[src/rtl/ifetch_queue_pkg.sv]
// Shared constants for the instruction-fetch prefetch queue: parameter defaults,
// the NOP encoding presented on an empty head, and the sequential PC step.
package ifetch_queue_pkg;

    localparam int          IFQ_XLEN     = 32;
    localparam int          IFQ_DEPTH    = 4;
    localparam logic [31:0] IFQ_RESET_PC = 32'h0000_0000;
    localparam logic [31:0] IFQ_NOP      = 32'h0000_0013;
    localparam int unsigned IFQ_PC_INC   = 4;

endpackage

[src/rtl/ifq_fifo.sv]
// DEPTH-entry first-word-fall-through FIFO holding {pc, instr} pairs; pointers
// carry one extra wrap bit so full and empty are distinguishable.
module ifq_fifo
    import ifetch_queue_pkg::*;
#(
    parameter int DEPTH = IFQ_DEPTH,
    parameter int WIDTH = 2 * IFQ_XLEN
) (
    input  logic                     clk,
    input  logic                     rst,
    input  logic                     i_flush,
    input  logic                     i_push,
    input  logic                     i_pop,
    input  logic [WIDTH-1:0]         i_wdata,
    output logic [WIDTH-1:0]         o_rdata,
    output logic                     o_empty,
    output logic [$clog2(DEPTH):0]   o_count
);

    localparam int AW = $clog2(DEPTH);

    logic [WIDTH-1:0] r_mem [DEPTH];
    logic [AW:0]      r_wr_ptr;
    logic [AW:0]      r_rd_ptr;

    // NOTE: storage is deliberately not reset; the pointers alone define which
    // entries are valid, and an unreset array maps onto plain RAM.
    always_ff @(posedge clk) begin
        if (i_push && !i_flush) begin
            r_mem[r_wr_ptr[AW-1:0]] <= i_wdata;
        end
    end

    // Flush wins over any push or pop issued in the same cycle.
    always_ff @(posedge clk or posedge rst) begin
        if (rst) begin
            r_wr_ptr <= '0;
            r_rd_ptr <= '0;
        end else if (i_flush) begin
            r_wr_ptr <= '0;
            r_rd_ptr <= '0;
        end else begin
            if (i_push) begin
                r_wr_ptr <= r_wr_ptr + 1'b1;
            end
            if (i_pop) begin
                r_rd_ptr <= r_rd_ptr + 1'b1;
            end
        end
    end

    assign o_rdata = r_mem[r_rd_ptr[AW-1:0]];
    assign o_empty = (r_wr_ptr == r_rd_ptr);
    assign o_count = r_wr_ptr - r_rd_ptr;

endmodule

[src/rtl/ifetch_queue.sv]
// Instruction prefetch queue: issues credit-limited sequential fetches, queues
// responses with their PCs, and flushes on redirect. IFQ_BYPASS_EN enables the
// empty-queue bypass of a response straight onto the deq_* outputs.
module ifetch_queue
    import ifetch_queue_pkg::*;
#(
    parameter int              XLEN     = IFQ_XLEN,
    parameter int              DEPTH    = IFQ_DEPTH,
    parameter logic [XLEN-1:0] RESET_PC = XLEN'(IFQ_RESET_PC)
) (
    input  logic                         clk,
    input  logic                         rst,
    output logic                         imem_req,
    output logic [XLEN-1:0]              imem_addr,
    input  logic [XLEN-1:0]              imem_rdata,
    input  logic                         redirect_valid,
    input  logic [XLEN-1:0]              redirect_pc,
    input  logic                         deq_ready,
    output logic                         deq_valid,
    output logic [XLEN-1:0]              deq_instr,
    output logic [XLEN-1:0]              deq_pc,
    output logic [$clog2(DEPTH+1)-1:0]   count
);

    localparam int              CW         = $clog2(DEPTH + 1);
    localparam logic [XLEN-1:0] NOP        = XLEN'(IFQ_NOP);
    localparam logic [XLEN-1:0] PC_INC     = XLEN'(IFQ_PC_INC);
    localparam logic [CW:0]     CREDIT_MAX = (CW + 1)'(DEPTH);

    logic [XLEN-1:0]   r_fetch_pc;
    logic              r_inflight;
    logic [XLEN-1:0]   r_inflight_pc;

    logic              w_bypass;
    logic              w_deq_fire;
    logic [CW:0]       w_used;
    logic              w_fifo_push;
    logic              w_fifo_pop;
    logic              w_fifo_empty;
    logic [2*XLEN-1:0] w_fifo_rdata;

`ifdef IFQ_BYPASS_EN
    assign w_bypass = r_inflight & w_fifo_empty & deq_ready & ~redirect_valid;
`else
    assign w_bypass = 1'b0;
`endif

    // NOTE: every output gets a default first so no path leaves it unassigned,
    // which would otherwise infer a latch.
    always_comb begin
        deq_valid = 1'b0;
        deq_instr = NOP;
        deq_pc    = '0;
        if (!redirect_valid) begin
            if (w_bypass) begin
                deq_valid = 1'b1;
                deq_instr = imem_rdata;
                deq_pc    = r_inflight_pc;
            end else if (!w_fifo_empty) begin
                deq_valid            = 1'b1;
                {deq_pc, deq_instr}  = w_fifo_rdata;
            end
        end
    end

    assign w_deq_fire = deq_valid & deq_ready;

    // Slots already spoken for after this cycle: queued plus inflight, less the pop.
    assign w_used = {1'b0, count} + {{CW{1'b0}}, r_inflight} - {{CW{1'b0}}, w_deq_fire};

    assign imem_req  = ~rst & ~redirect_valid & (w_used < CREDIT_MAX);
    assign imem_addr = r_fetch_pc;

    assign w_fifo_push = r_inflight & ~w_bypass;
    assign w_fifo_pop  = w_deq_fire & ~w_bypass;

    // NOTE: state is updated with non-blocking assignments so every register
    // samples pre-edge values regardless of statement order.
    always_ff @(posedge clk or posedge rst) begin
        if (rst) begin
            r_fetch_pc    <= RESET_PC;
            r_inflight    <= 1'b0;
            r_inflight_pc <= '0;
        end else if (redirect_valid) begin
            r_fetch_pc <= {redirect_pc[XLEN-1:2], 2'b00};
            r_inflight <= 1'b0;
        end else begin
            r_inflight <= imem_req;
            if (imem_req) begin
                r_fetch_pc    <= r_fetch_pc + PC_INC;
                r_inflight_pc <= r_fetch_pc;
            end
        end
    end

    ifq_fifo #(
        .DEPTH (DEPTH),
        .WIDTH (2 * XLEN)
    ) u_fifo (
        .clk     (clk),
        .rst     (rst),
        .i_flush (redirect_valid),
        .i_push  (w_fifo_push),
        .i_pop   (w_fifo_pop),
        .i_wdata ({r_inflight_pc, imem_rdata}),
        .o_rdata (w_fifo_rdata),
        .o_empty (w_fifo_empty),
        .o_count (count)
    );

endmodule

[config.mk]
export PLATFORM = sky130hd
export DESIGN_NAME = ifetch_queue
export DESIGN_NICKNAME = d
export VERILOG_FILES = /design/src/rtl/ifetch_queue_pkg.sv /design/src/rtl/ifq_fifo.sv /design/src/rtl/ifetch_queue.sv
export SDC_FILE = /design/constraint.sdc
export NUM_CORES = 1
export LEC_CHECK = 0
export ABC_AREA = 1
export CORE_MARGIN = 3
export CORE_UTILIZATION = 41
export CTS_CLUSTER_DIAMETER = 100
export DETAILED_ROUTE_END_ITERATION = 10
export GPL_TIMING_DRIVEN = 1
export MAX_ROUTING_LAYER = met4
export SYNTH_ARGS = -nofsm -noshare
export SYNTH_HDL_FRONTEND = slang
export SYNTH_SLANG_ARGS = --single-unit
[constraint.sdc]
create_clock -name clk -period 7 [get_ports clk]
set_input_delay 1.4 -clock clk [delete_from_list [all_inputs] [get_ports clk]]
set_output_delay 1.4 -clock clk [all_outputs]
set_load 0.01 [all_outputs]
==> results of run 1 <==
==> power breakdown <==
group          leakage, nW  switching [mW]  total (mW)  internal (mW)
combinational         2.56            1.03        1.69          0.668
clock                0.547           0.718        1.79           1.07
sequential            3.10           0.289        2.61           2.32
total                 6.21            2.03        6.09           4.06
==> cells by family after synthesis <==
logic type                 after synthesis  share of synthesized area, %
adders and majority gates               12                          1.15
buffers and inverters                  128                          4.31
xor gates and xnor gates                 4                         0.256
DFF                                    315                          66.7
AOI/OAI and AO/OA                      249                          9.51
and+or+nand+nor                        610                          18.0
other                                    1                        0.0274
==> cell type report <==
class / instances / share of cell area, %
flip-flops and latches: 315 / 54.5
multi-input cells: 879 / 23.9
repair buffers: 175 / 10.3
clock buffers: 44 / 5.62
well taps: 442 / 3.30
inverters: 59 / 1.32
clock inverters: 19 / 1.14
==> metal layers <==
layer  global-route usage [%]  up-vias
li1                         -     4753
met1                     25.8     4530
met2                     29.3      268
met3                     2.73       49
met4                     4.55        0
met5                        -        -
==> sequential cells by signal, summed over array words and instances (netlist names) <==
signal           flops
imem_addr           30
r_inflight_pc       30
r_inflight           1
u_fifo.r_mem       248
u_fifo.r_rd_ptr      3
u_fifo.r_wr_ptr      3
==> worst paths after layout <==
check | end | slack, ns | cells after the start
worst max-delay path | imem_req | 1.73 | 15
worst min-delay path | u_fifo.r_mem[1][41]$_DFFE_PP_ | 0.51 | 0
worst max register to register | imem_addr[16]$_DFFE_PP0P_ | 3.38 | 17
worst min register to register | u_fifo.r_mem[1][41]$_DFFE_PP_ | 0.51 | 0
max in group asynchronous | u_fifo.r_rd_ptr[0]$_DFFE_PP0P_ | 4.85 | 3
min in group asynchronous | imem_addr[15]$_DFFE_PP0P_ | 1.50 | 3
==> cells in the final DEF, fill, tap and decap left out, types with 4 or more instances in the layout <==
| master | count |
|---|---|
| a21boi_0 | 8 |
| a21oi_1 | 66 |
| buf_4 | 13 |
| clkbuf_1 | 7 |
| clkbuf_16 | 36 |
| clkdlybuf4s50_1 | 162 |
| clkinv_1 | 7 |
| clkinv_2 | 4 |
| conb_1 | 4 |
| dfrtp_1 | 65 |
| edfxtp_1 | 248 |
| ha_1 | 11 |
| inv_1 | 53 |
| inv_2 | 5 |
| nand2_1 | 235 |
| nand2_2 | 4 |
| nand3_1 | 58 |
| nand3_2 | 6 |
| nor2_1 | 293 |
| nor2_4 | 7 |
| o21ai_0 | 149 |
| o21ai_1 | 17 |
| o21ai_2 | 6 |
==> run metrics, run 1 <==
layout cells sized above 1=6.57%; ys async rst share=between 20% and 30%; predominant post-synthesis flop cell=edfxtp_1; Port Buf Inserts=162; post-synth top area cell=edfxtp_1; PnR Total Power=6.09 mW; placed cell area=15600 um2; most frequent cell after synthesis=nor2_1; Post-Syn Area=13700 um2; Post-synth EDFFs=about 250; Multi-input gate area=4000 um2; Sink Count=roughly 320; final setup vio count=0; Site Rows=66; number of global-route vias before repair=about 9400; Slowest-stage cell, CP=clkdlybuf4s50_1; initial antenna violation count=0; PostCTS Resize Cnt=0; core area=32700 um2; Top Layer Used=met4; Req. time, crit path=5.60 ns; RSZ-0062 raised after global routing=false; fin cells=1933; 1st-pass router iterations=7; CP Capture Type=primary output; Vias/cell=4.97; DRC viols=0; fin crit period=5.27 ns; Initial Util=41.8%; I/O Pins=169; Synth top area share=between 50% and 60%; metal1 wirelength=15.3 mm; outcome=finished, final reports clean; pre-CTS setup slack=1.70 ns; cell family with most CP delay=buffers and inverters; post-synth cell types=31; Clock Pin Slew Worst Setup and Hold Paths=approximately 0.05 ns; Layout fillers=~2900; postcts setup bufs=0; Placer Congestion=0.918; Startpoint Class=primary input; register area=9130 um2; first-pass GRT wire length=51.3 mm; Worst Hold Class=reg2reg; Die X=189 um; Worst Hold Launch=r_inflight_pc[9]$_DFFE_PP0P_; Yosys reg bits=315; register area share after synthesis=66.7%; Routed met3 length=around 1.7 mm; Max IR drop VDD=between 0.0003 and 0.0004 V; DIE AREA=35600 um2; Initial DRC Count=about 600; fin util=51.2%; via count=9600; H-tree depth=2; Critical path origin=redirect_valid; final worst-path cycle share=75.3%; synth warn=0; TNS Setup=0 ns; gr usage total=a little under a fifth; Clock Tree Buf Depth=3; Cells after Synth=between 1000 and 1500; Worst-Skew Late Latency=0.52 ns; max_slew headroom=22.3%; worst r2r src=u_fifo.r_rd_ptr[0]$_DFFE_PP0P_; hold-fix buffers at CTS=0; Final Instance Area=16800 um2; Mean Syn Cell Area=10.4 um2; ANT cells=0; P_leak=6.21 nW; Layout area overhead=22.5%; number of CTS-inserted buffers=35; CP Max Fanout=6; Setup Skew=between 0.02 and 0.025 ns; Max Cap Violations=0; most common library cells after synthesis=297 x nor2_1, 248 x edfxtp_1, 235 x nand2_1; Fmax=0.190 GHz; ANT nets after route=0; largest net degree at the start of global routing=96; largest cells by area after synthesis=edfxtp_1 54%, dfrtp_1 12%, nor2_1 8.2%; Die Y=between 150 and 200 um; hold_ws=0.511 ns; WP buf/inv=5; CTS tree=yes; Detailed Place HPWL=19.0 mm; crit path DAT=3.87 ns; Final Max Tran Viols=0; Overflow after GRT=0; Placed Instances=approximately 1900; Crit path largest cell delay=0.54 ns; clock root buffer=clkbuf_16; most frequent cell on the critical path=nand2_1; CP Cell Sequence=clkdlybuf4s50_1 -> nor2_4 -> nand2_1 -> inv_1 -> ha_1 -> inv_1 -> ha_1 -> nand2_1 -> inv_1 -> nand2_1 -> nand2_1 -> nand3_1 -> nand2_2 -> nor2_1 -> clkdlybuf4s50_1; pwr/cell area=363 nW/um2; WL final=32.4 mm; routed length per instance=16.8 um; Final Hold Fails=0; nets@finish=1545; Final WS setup=1.73 ns; Least-Margin Pin Slew=approximately 1.2 ns; WS Path Type=in2out; met2 WL post-DR=14.8 mm
(Power assumes the default switching activity.)
==> run 2, diff against run 1 <==
==> constraint.sdc (replaced) <==
create_clock -name clk -period 5.14 [get_ports clk]
set_input_delay 1.028 -clock clk [delete_from_list [all_inputs] [get_ports clk]]
set_output_delay 1.028 -clock clk [all_outputs]
set_load 0.01 [all_outputs]
==> run 2 against run 1 <==
  * Cell area fell by 0.23%
  * Setup slack got worse by 1.1 ns
  * Critical path depth did not move
  * Non-clock buffer count rose by 3
  * Utilization fell by 0.12 points
  * Clock power rose by 30%
  * Clock-buffer cell count fell by 3
  * Highest routed layer unchanged
  * Register-to-register slack got worse by 1.7 ns
  * Largest power group unchanged
  * Via count rose by 0.59%
  * Total power rose by 35%
  * Cell count barely moved
  * First-iteration DRC count rose by 3.8%
==> run metrics, run 2 (synthesized netlist as in run 1, its figures left out) <==
WS Path Type=in2out; most frequent cell on the critical path=nand2_1; routed length per instance=16.8 um (+0.25%); first-pass GRT wire length=51.7 mm (+0.69%); number of global-route vias before repair=9448 (+0.48%); via count=9657 (+0.59%); P_leak=6.19 nW (-0.25%); Max Cap Violations=0 (unchanged); ANT nets after route=0 (unchanged); pwr/cell area=490 nW/um2 (+35%); hold path endpoint=u_fifo.r_mem[0][42]$_DFFE_PP_; Startpoint Class=primary input; nets@finish=1547 (+0.13%); PostCTS Resize Cnt=0 (unchanged); Placed Instances=1873 (+0.16%); crit path DAT=3.51 ns (-0.36 ns); WHS Path Cells=0 (unchanged); Crit path largest cell delay=0.55 ns (about the same); Req. time, crit path=4.11 ns (-1.49 ns); fin crit period=~4.5 ns; FF-to-FF setup slack=1.68 ns (-1.70 ns); Final WS setup=0.602 ns (-1.13 ns); Least-Margin Pin Slew=1.03 ns (-0.131 ns); Die X=189 um (unchanged); Fmax=0.220 GHz; DIE AREA=35600 um2 (unchanged); Setup Skew=0.0178 ns (-0.00412 ns); 1st-pass router iterations=5 (-2); Clock Pin Slew Worst Setup and Hold Paths=0.06 ns (about the same); postcts setup bufs=0 (unchanged); Overflow after GRT=0 (unchanged); outcome=finished, final reports clean; ANT cells=0 (unchanged); Worst-Skew Late Latency=0.51 ns (about the same); DRC viols=0 (unchanged); core area=32700 um2 (unchanged); Die Y=189 um (unchanged); CP Capture Type=primary output; layout cells sized above 1=6.77% (+0.20 points); worst r2r src=u_fifo.r_wr_ptr[0]$_DFFE_PP0P_; initial antenna violation count=0 (unchanged); max reg flops=248 (unchanged); Vias/cell=4.99 (+0.54%); hold-fix buffers at CTS=0 (unchanged); Worst Hold Launch=r_inflight_pc[10]$_DFFE_PP0P_; CP Max Fanout=6 (unchanged); TNS Setup=0 ns (unchanged); most frequent cells in the layout=293 x nor2_1, 248 x edfxtp_1, 235 x nand2_1; Max IR drop VDD=0.000276 V (-30%); Clock Tree Buf Depth=3 (unchanged); most common library cell in the layout ignoring fill and taps=nor2_1; Worst R2R End=imem_addr[16]$_DFFE_PP0P_; Detailed Place HPWL=19.5 mm (+2.8%); I/O Pins=169 (unchanged); fin cells=1934 (+0.052%); PnR Total Power=8.20 mW (+35%); max_slew headroom=31.1% (+8.8 points); CTS tree=yes; H-tree depth=2 (unchanged); number of CTS-inserted buffers=34 (-2.9%); Initial DRC Count=622 (+3.8%); Sink Count=315 (unchanged); Worst Hold Class=reg2reg; cell family with most CP delay=buffers and inverters; final setup vio count=0 (unchanged); pre-CTS setup slack=0.609 ns (-1.09 ns); CP Cell Sequence=clkdlybuf4s50_1 -> nor2_4 -> nand2_1 -> inv_1 -> ha_1 -> inv_1 -> ha_1 -> nand2_1 -> inv_1 -> nand2_1 -> nand2_1 -> nand3_1 -> nand2_2 -> nor2_1 -> clkdlybuf4s50_1; Final Max Tran Viols=0 (unchanged); clock root buffer=clkbuf_16; final worst-path cycle share=88.3%; Worst Reg-to-Reg Cells=20 (+3); largest net degree at the start of global routing=78 (-19%); WL final=32.5 mm (+0.30%); Port Buf Inserts=162 (unchanged); WP buf/inv=5 (unchanged); gr usage total=18.6% (-0.032 points); Layout area overhead=22.3%; Site Rows=66 (unchanged); Slowest-stage cell, CP=clkdlybuf4s50_1; Placer Congestion=0.902 (-1.7%); Final Hold Fails=0 (unchanged); Initial Util=41.8% (unchanged); RSZ-0062 raised after global routing=false
[run 2: cell count changes in the layout (fill, tap and decap cells not counted)]
cell        previous run  this run
buf_4                 13        16
clkbuf_1               7         5
clkbuf_16             36        34
bufinv_16              3         2
clkbuf_8               1         2
clkinv_2               4         5
clkinv_4               0         1
clkinvlp_4             2         3
inv_6                  3         2
[run 2: where the power goes]
group          internal [mW]  total, mW  switching, mW  leakage, nW
combinational          0.917       2.35           1.44         2.58
clock                   1.35       2.32          0.966        0.517
sequential              3.16       3.53          0.370         3.10
[run 2: worst max-delay path by stage]
stage,from,to,slack (ns),cells after the start
final,redirect_valid,imem_req,0.60,15
after global routing,redirect_valid,imem_req,0.36,15
after CTS,redirect_valid,imem_req,0.59,15
after detailed placement,redirect_valid,imem_req,0.61,15
after global placement,redirect_valid,imem_req,0.58,15
after floorplan,redirect_valid,u_fifo.r_mem[0][0]$_DFFE_PP_,0.44,5
[run 2: cell type report]
type	instances	area, um2
Fill cell	2923	16000
Sequential cell	315	9130
Clock buffer	41	897
Tap cell	442	553
Clock inverter	20	173
Timing Repair Buffer	178	1740
Multi-Input combinational cell	879	4000
Inverter	59	221
[run 2: metal layers]
metal | part of all wire [%] | track usage, %
met3 | 4.3 | 2.73
met4 | 2.0 | 4.87
met5 | 0 | -
met1 | 48 | 25.8
met2 | 46 | 29.0
[run 2: through the flow]
step                      hold slack (ns)  area [um2]  utilization [%]
final                               0.509       16700             51.1
after CTS                           0.509       16700             51.1
after global placement              0.498       15600             47.8
after global routing                0.537       16700             51.1
after detailed placement            0.508       15600             47.8
after floorplan                     0.476       13700                -
==> run 3, diff against run 2 <==
--- a/config.mk
+++ b/config.mk
@@ -8,6 +8,7 @@
 export ABC_AREA = 1
 export CORE_MARGIN = 3
 export CORE_UTILIZATION = 41
+export CTS_BUF_LIST = sky130_fd_sc_hd__clkbuf_4
 export CTS_CLUSTER_DIAMETER = 100
 export DETAILED_ROUTE_END_ITERATION = 10
 export GPL_TIMING_DRIVEN = 1
==> run 3 against run 2 <==
  * Die area did not move
  * Non-clock buffer count did not move
  * Total power fell by 2.0%
  * Global-route usage rose by 0.49 points
  * Cell count rose by 4.4%
  * Critical path type is now reg2out
  * Largest power group unchanged
==> run metrics, run 3 (synthesized netlist as in run 1, its figures left out) <==
FF-to-FF setup slack=1.69 ns (about the same); Least-Margin Pin Slew=1.03 ns (+0.00143 ns); Final Max Tran Viols=0 (unchanged); Crit path largest cell delay=0.55 ns (about the same); sequential share of power=43.9% (+0.9 points); Max IR drop VDD=0.000276 V (-0.16%); Critical path origin=u_fifo.r_wr_ptr[0]$_DFFE_PP0P_; largest net degree at the start of global routing=78 (unchanged); Combinational Power Share=29.3% (+0.6 points); Worst Hold Launch=r_inflight_pc[13]$_DFFE_PP0P_; max_slew headroom=31.0% (-0.095 points); Initial Util=41.8% (unchanged); grt met1 use=25.6% (-0.23 points); CP Max Fanout=6 (unchanged); fin crit period=4.69 ns (+0.154 ns); final worst-path cycle share=91.3% (+3.0 points); DRC viols=0 (unchanged); Setup Skew=0.0269 ns (+0.00913 ns); GRT met2 Usage=28.9% (-0.14 points); DIE AREA=35600 um2 (unchanged); I/O Pins=169 (unchanged); WP buf/inv=5 (unchanged); H-tree depth=3 (+1); fin cells=2019 (+4.4%); most common library cell in the layout ignoring fill and taps=nor2_1; Placer Congestion=0.902 (unchanged); Site Rows=66 (unchanged); Vias/cell=4.95 (-0.88%); TNS Setup=0 ns (unchanged); Clock Pin Slew Worst Setup and Hold Paths=0.06 ns (about the same); Worst Hold Class=reg2reg; outcome=finished, final reports clean; Worst-Skew Late Latency=0.69 ns (+0.18 ns); number of CTS-inserted buffers=81 (+140%); Die X=189 um (unchanged); Startpoint Class=flip-flop; gr busiest metal=met2; CP Cell Sequence=inv_1 -> ha_1 -> nand2_1 -> a21oi_1 -> nor2_4 -> nand2_1 -> inv_1 -> ha_1 -> inv_1 -> ha_1 -> nand2_1 -> inv_1 -> nand2_1 -> nand2_1 -> nand3_1 -> nand2_2 -> nor2_1 -> clkdlybuf4s50_1; CP Capture Type=primary output; Clk pwr share=26.9% (-1.4 points); pwr/cell area=481 nW/um2 (-1.9%); hold-fix buffers at CTS=0 (unchanged); Port Buf Inserts=162 (unchanged); most frequent cell on the critical path=nand2_1; switch share=34.6% (+0.82 points); Req. time, crit path=4.11 ns (about the same); layout cells sized above 1=11.4% (+4.7 points); initial antenna violation count=1 (+1); Int Power=5.25 mW (-3.2%); routed length per instance=16.3 um (-2.6%); Fmax=0.213 GHz (-3.3%); Slowest-stage cell, CP=clkdlybuf4s50_1; WS Path Type=reg2out; WHS Path Cells=0 (unchanged); WL final=33.0 mm (+1.6%); GRT met3 Usage=4.04% (+1.3 points); Final Instance Area=16700 um2 (about the same); Layout area overhead=22.2% (about the same); Max Cap Violations=0 (unchanged); max reg flops=248 (unchanged); Placed Instances=1873 (unchanged); 1st-pass router iterations=5 (unchanged); placed cell area=15600 um2 (unchanged); Initial DRC Count=720 (+16%); postcts setup bufs=0 (unchanged); RSZ-0062 raised after global routing=false; core area=32700 um2 (unchanged); first-pass GRT wire length=52.5 mm (+1.5%); Sink Count=315 (unchanged); cell family with most CP delay=buffers and inverters; Detailed Place HPWL=19.5 mm (unchanged); most frequent cells in the layout=293 x nor2_1, 248 x edfxtp_1, 235 x nand2_1; Die Y=189 um (unchanged); PostCTS Resize Cnt=0 (unchanged); worst r2r src=u_fifo.r_wr_ptr[0]$_DFFE_PP0P_; via count=9993 (+3.5%); ANT nets after route=0 (unchanged); Overflow after GRT=0 (unchanged); Clock Tree Buf Depth=3 (unchanged); P_leak=6.30 nW (+1.8%); PnR Total Power=8.04 mW (-2.0%); Worst Reg-to-Reg Cells=20 (unchanged); Worst R2R End=imem_addr[16]$_DFFE_PP0P_; number of global-route vias before repair=9851 (+4.3%); hold path endpoint=u_fifo.r_mem[0][45]$_DFFE_PP_; net load switching power=2.78 mW (+0.38%); final setup vio count=0 (unchanged); nets@finish=1594 (+3.0%); CTS tree=yes; Layout fillers=2981 (+2.0%); Final Hold Fails=0 (unchanged); gr usage total=19.1% (+0.49 points); crit path DAT=3.66 ns (+0.15 ns); clock root buffer=clkbuf_4
## run 3: changes by cell type in the layout (fill, tap and decap cells not counted)
cell	change
clkinv_2	-3
clkinv_4	-1
inv_6	-2
clkbuf_4	+122
inv_2	+2
clkinv_8	-1
diode_2	+3
clkinv_1	+8
clkbuf_8	-2
clkbuf_1	-5
clkinvlp_4	-2
clkbuf_16	-34
## run 3: routing by layer
metal / routed length, um / vias up
met5: 0 / -
met4: 752 / 0
met3: 1920 / 58
met2: 15000 / 334
met1: 15300 / 4679
li1: - / 4922
## run 3: how the worst max path moves through the flow
stage / cells past startpoint / to / slack, ns
2_1_floorplan: 5 / u_fifo.r_mem[0][0]$_DFFE_PP_ / 0.44
3_3_place_gp: 15 / imem_req / 0.58
3_5_place_dp: 15 / imem_req / 0.61
4_1_cts: 9 / deq_instr[2] / 0.31
5_1_grt: 18 / imem_req / 0.13
6_report: 18 / imem_req / 0.45
## run 3: power groups by stage
stage          Combinational (mW)  Sequential, mW  Clock [mW]
4_1_cts                      2.39            3.52        2.23
6_report                     2.35            3.52        2.16
3_5_place_dp                 2.38            3.57           0
3_3_place_gp                 2.35            3.56           0
2_1_floorplan                1.48            3.48           0
5_1_grt                      2.65            3.57        2.38
## run 3: through the flow
step / hold WS, ns / setup WS (ns) / util [%]
final: 0.512 / 0.448 / 51.1
after global routing: 0.542 / 0.131 / 51.1
after detailed placement: 0.508 / 0.609 / 47.8
after global placement: 0.498 / 0.582 / 47.8
after floorplan: 0.476 / 0.443 / -
after CTS: 0.515 / 0.314 / 51.1
## run 3: area by class of cell
cell class	count	area, um2	share of cell area, %
clock buffers	122	916	5.48
well taps	442	553	3.31
flip-flops and latches	315	9130	54.6
clock inverters	21	138	0.824
inverters	59	221	1.33
diodes	3	7.51	0.0449
repair buffers	178	1740	10.4
multi-input cells	879	4000	24.0
## run 3: worst reg2reg max path, stage by stage (launching register included)
cell and delay, ns:
dfrtp_1 0.43, inv_1 0.11, ha_1 0.34, nand2_1 0.08, a21oi_1 0.06, nor2_4 0.20, nand2_1 0.13, inv_1 0.12
ha_1 0.15, inv_1 0.04, ha_1 0.28, nand2_1 0.07, inv_1 0.05, nand2_1 0.05, nand2_1 0.07, nand2_2 0.07
nand2_2 0.06, nand2_4 0.51, nand2_4 0.31, nand2_1 0.13, o21ai_0 0.08
